## config.mk

```make
export PLATFORM = sky130hd
export DESIGN_NAME = mulu_add_int
export DESIGN_NICKNAME = d
export VERILOG_FILES = /design/src/rtl/mulu_add_int.sv
export SDC_FILE = /design/constraint.sdc
export NUM_CORES = 1
export LEC_CHECK = 0
export BUFFER_PORTS_ARGS = -buffer_cell sky130_fd_sc_hd__clkbuf_2
export CORE_MARGIN = 1
export CORE_UTILIZATION = 35
export DETAILED_ROUTE_END_ITERATION = 6
export PLACE_DENSITY = 0.6
export SYNTH_ARGS = -nofsm -noshare
export SYNTH_HDL_FRONTEND = slang
export SYNTH_SLANG_ARGS = --single-unit
```

## constraint.sdc

```tcl
create_clock -name clk -period 4.5 [get_ports clk]
set_clock_uncertainty 0.05 [all_clocks]
set_input_delay 0.45 -clock clk [delete_from_list [all_inputs] [get_ports clk]]
set_output_delay 0.45 -clock clk [all_outputs]
set_load 0.1 [all_outputs]
```

## src/rtl/mulu_add_int.sv

```systemverilog
// ----------------------------------------------------------------------------
// mulu_add_int
//   Iterative unsigned multiply-add: val = a*b + c, one shift-add step per
//   clock. Companion to the iterative unsigned divider: feeding back divisor,
//   quotient and remainder rebuilds the dividend. Uses the same
//   start/busy/done/valid handshake as the divider.
//
// Configuration macro:
//   MULU_EARLY_EXIT_EN  when defined, completes as soon as the remaining
//                       multiplier bits are all zero. Results are unchanged;
//                       only latency shrinks.
//
// Ports:
//   clk    in   1         clock, rising edge
//   rst_n  in   1         asynchronous active-low reset
//   start  in   1         start; a/b/c sampled on the same edge
//   busy   out  1         calculation in progress
//   done   out  1         one-cycle completion pulse
//   valid  out  1         val/ovf hold the last completed result
//   ovf    out  1         result does not fit in WIDTH bits
//   a      in   WIDTH     multiplicand
//   b      in   WIDTH     multiplier
//   c      in   WIDTH     addend
//   val    out  2*WIDTH   result a*b + c
// ----------------------------------------------------------------------------
module mulu_add_int #(
    parameter int WIDTH = 5
) (
    input  logic               clk,
    input  logic               rst_n,
    input  logic               start,
    output logic               busy,
    output logic               done,
    output logic               valid,
    output logic               ovf,
    input  logic [WIDTH-1:0]   a,
    input  logic [WIDTH-1:0]   b,
    input  logic [WIDTH-1:0]   c,
    output logic [2*WIDTH-1:0] val
);

    localparam int CW = (WIDTH > 1) ? $clog2(WIDTH) : 1;

    logic [2*WIDTH-1:0] mcand;
    logic [2*WIDTH-1:0] acc;
    logic [WIDTH-1:0]   mplr;
    logic [CW-1:0]      cnt;

    logic [2*WIDTH-1:0] acc_next;
    logic               last;

    // 2*WIDTH bits hold the worst case (2^W-1)^2 + 2^W-1 = 2^2W - 2^W, so the
    // addition never carries out.
    always_comb begin
        acc_next = acc + (mplr[0] ? mcand : '0);
`ifdef MULU_EARLY_EXIT_EN
        last = (cnt == CW'(WIDTH - 1)) || ((mplr >> 1) == '0);
`else
        last = (cnt == CW'(WIDTH - 1));
`endif
    end

    // NOTE: the datapath registers carry no reset; they are always loaded on
    // start before being used, and busy (which is reset) gates their use.
    always_ff @(posedge clk) begin
        if (start) begin
            acc   <= {{WIDTH{1'b0}}, c};
            mcand <= {{WIDTH{1'b0}}, a};
            mplr  <= b;
            cnt   <= '0;
        end else if (busy) begin
            acc   <= acc_next;
            mcand <= mcand << 1;
            mplr  <= mplr >> 1;
            cnt   <= cnt + 1'b1;
        end
    end

    // Control and outputs. start takes priority over completion, so a start
    // landing on the completion edge suppresses that done.
    always_ff @(posedge clk or negedge rst_n) begin
        if (!rst_n) begin
            busy  <= 1'b0;
            done  <= 1'b0;
            valid <= 1'b0;
            ovf   <= 1'b0;
            val   <= '0;
        end else begin
            done <= 1'b0;
            if (start) begin
                valid <= 1'b0;
                if (a == '0 || b == '0) begin
                    // Product is zero: result is just the addend.
                    busy  <= 1'b0;
                    done  <= 1'b1;
                    valid <= 1'b1;
                    val   <= {{WIDTH{1'b0}}, c};
                    ovf   <= 1'b0;
                end else begin
                    busy <= 1'b1;
                end
            end else if (busy && last) begin
                busy  <= 1'b0;
                done  <= 1'b1;
                valid <= 1'b1;
                val   <= acc_next;
                ovf   <= |acc_next[2*WIDTH-1:WIDTH];
            end
        end
    end

endmodule
```

==> qor.yml <==
rows: 28
antenna_left: 0
netlist_area_sq_um: 2190
die_h_um: 81.1
postCtsSetupBuffers: 0
wl_um: 4400
syn-mean-instance-area_sq_um: 10.5
die_w_um: 81.1
async_flop_share: 0.333
rrSetupSlack_ps: 1890
slew_violations: 0
post_cts_resized: 0
power_density_nw_per_um2: 573
intPower_w: 0.000800
dp.cells: 308
criticalPathCategory: "reg2reg"
synth_fp_nets: 238
setup_ws_ps: 1890
max_freq_mhz: 382
cp_max_fo: 10
clockBufferDepth: 2
path_cells: "and2_1, ha_1, inv_1, fa_1, nor2b_1, o2111ai_1, a31oi_1, xor2_1, o41ai_2, o211ai_1"
ys.flop_type: "edfxtp_1"
clkPwrFrac: 0.202
cts-htree-levels: 2
period_share: 0.581
worst_setup_path_end_kind: "flop"
leakagePower_nw: 1.17
fill_cells: 573
final_util: 0.421
gp_congestion: 0.831
clock_latency_ps: 290
clkTransAtPathRegs_ps: 80
max_stage_delay_ps: 490
holdBufCountCts: 0
comb_power_share: 0.433
drc_errors: 0
path_buf_inv: 1
switchingPower_w: 0.000645
ir_worst_vdd_v: 0.000569
rsz0062_at_grt: "false"
finalHoldViolCount: 11
clkSinkCount: 42
grt_pass1_wl_um: 7380
antenna_found_initial: 0
die_area_sq_um: 6570
critPathSlowestCell: "edfxtp_1"
seqPwrFrac: 0.365
hpwlAfterDp_um: 3340
portBuffers: 31
io_pins: 32
ys_seq_area_frac: 0.485
yosys_warnings: 0
arrival_ps: 2720
initial_core_util: 0.365
start_kind: "flop"
place_area_sq_um: 2410
vias: 1541
setup_violations: 0
relSlewSlack: 0.492
avgRoutedWirePerCell_um: 13.9
routed_via_density: 4.88
worst_pin_slew_ps: 762
drive_above_1_share: 0.232
drt_iter0_drc: 131
cts_tree: "yes"
synth_seq_cells: 42
grt_max_degree: 39
cts_root_buffer: "clkbuf_8"
grt.overflow.total: 0
synth_cell_types: 40
drt-pass1-iter-count: 4
synth_edf_count: 15
pre_cts_ws_ps: 1900
grt_pass1_vias: 1504
status: "finished with violations"
setup_tns_ps: 0
grt_usage: 0.153
critical_path.top_delay_family: "compound AO/OA/AOI/OAI gates"
cts_made_buffers: 5
design_area_sq_um: 2520
min_period_ps: 2610
fin_cells: 316
synth_cells: 208
core_sq_um: 5990
violations: "negative hold slack"
min_path_type: "in2async"
syn2layout_area_growth_pct: 15.4
critPathRequiredTime_ps: 4610
n_antenna_cell: 0
swShare: 0.446
hold_ws_ps: -1.35
nets: 270
drv_cap: 0
stage by stage:
step                      hold WS [ps]  power, W
after floorplan                    104   0.00104
after global placement             323   0.00116
after detailed placement           319   0.00116
after CTS                         3.22   0.00146
after global routing              22.5   0.00152
final                            -1.35   0.00145
logic make-up after synthesis:
| logic type | Yosys count | synth area share |
|---|---|---|
| AND/OR/NAND/NOR | 74 | 0.164 |
| flip-flops | 42 | 0.485 |
| AO/OA/AOI/OAI | 33 | 0.101 |
| multiplexers | 21 | 0.102 |
| buffers and inverters | 16 | 0.0292 |
| adder cells (fa/ha/maj) | 12 | 0.0721 |
| XOR/XNOR | 10 | 0.0463 |
path summary, 6_finish.rpt:
path                         start  endpoint  cells past startpoint
max                        mplr[0]       ovf                     10
min                          rst_n     valid                      1
max reg2reg                mplr[0]       ovf                     10
min reg2reg                 acc[9]    acc[9]                      2
max in group asynchronous    rst_n    val[4]                      1
min in group clk              a[0]  mcand[0]                      2
flip-flops by register name (all words and copies together), names as in the netlist:
signal	count
acc	10
busy	1
cnt	3
done	1
mcand	10
mplr	5
ovf	1
val	10
valid	1
power by group through the flow:
stage	sequential, W	combinational (W)	clock [W]
final	0.000527	0.000626	0.000292
after global routing	0.000537	0.000671	0.000316
after CTS	0.000528	0.000628	0.000299
after detailed placement	0.000536	0.000623	0
after global placement	0.000538	0.000623	0
after floorplan	0.000806	0.000230	0
Yosys cell counts, types with 4 or more instances:
cell type  instances  area [sq um]
a21oi_1            9          45.0
a22o_1             4          35.0
and2_1            11          68.8
dfrtp_1           14           350
dfxtp_1           13           260
edfxtp_1          15           450
ha_1              11           138
inv_1              9          33.8
mux2_2            10           113
mux2i_1           11           110
nand2_1           13          48.8
nand3b_1           4          30.0
nor2_1            29           109
o21ai_0            6          30.0
xnor2_1            5          43.8
xor2_1             4          35.0
final cells by class:
cell class	count	area, sq um	share of cell area
multi-input combinational	150	1060	0.421
clock inverter	2	37.5	0.0149
inverter	9	33.8	0.0134
tap	75	93.8	0.0372
timing repair buffer	32	163	0.0645
clock buffer	6	72.6	0.0288
sequential	42	1060	0.420
cells in the final DEF, fill, tap and decap left out, types with 5 or more instances in the layout:
cell	synthesis	layout
clkbuf_2	0	31
nor2_1	29	29
edfxtp_1	15	15
dfrtp_1	14	14
nand2_1	13	13
dfxtp_1	13	13
and2_1	11	11
mux2i_1	11	11
ha_1	11	11
mux2_2	10	10
inv_1	9	9
a21oi_1	9	9
o21ai_0	6	6
xnor2_1	5	5
clkbuf_8	0	5
metal layers:
layer	share of wire	up-vias	global-route usage
li1	-	791	-
met1	0.53	727	0.227
met2	0.44	18	0.215
met3	0.022	5	0.0371
met4	0.010	0	0.0482
met5	0	-	0
Power figures use the tool's default switching activity.
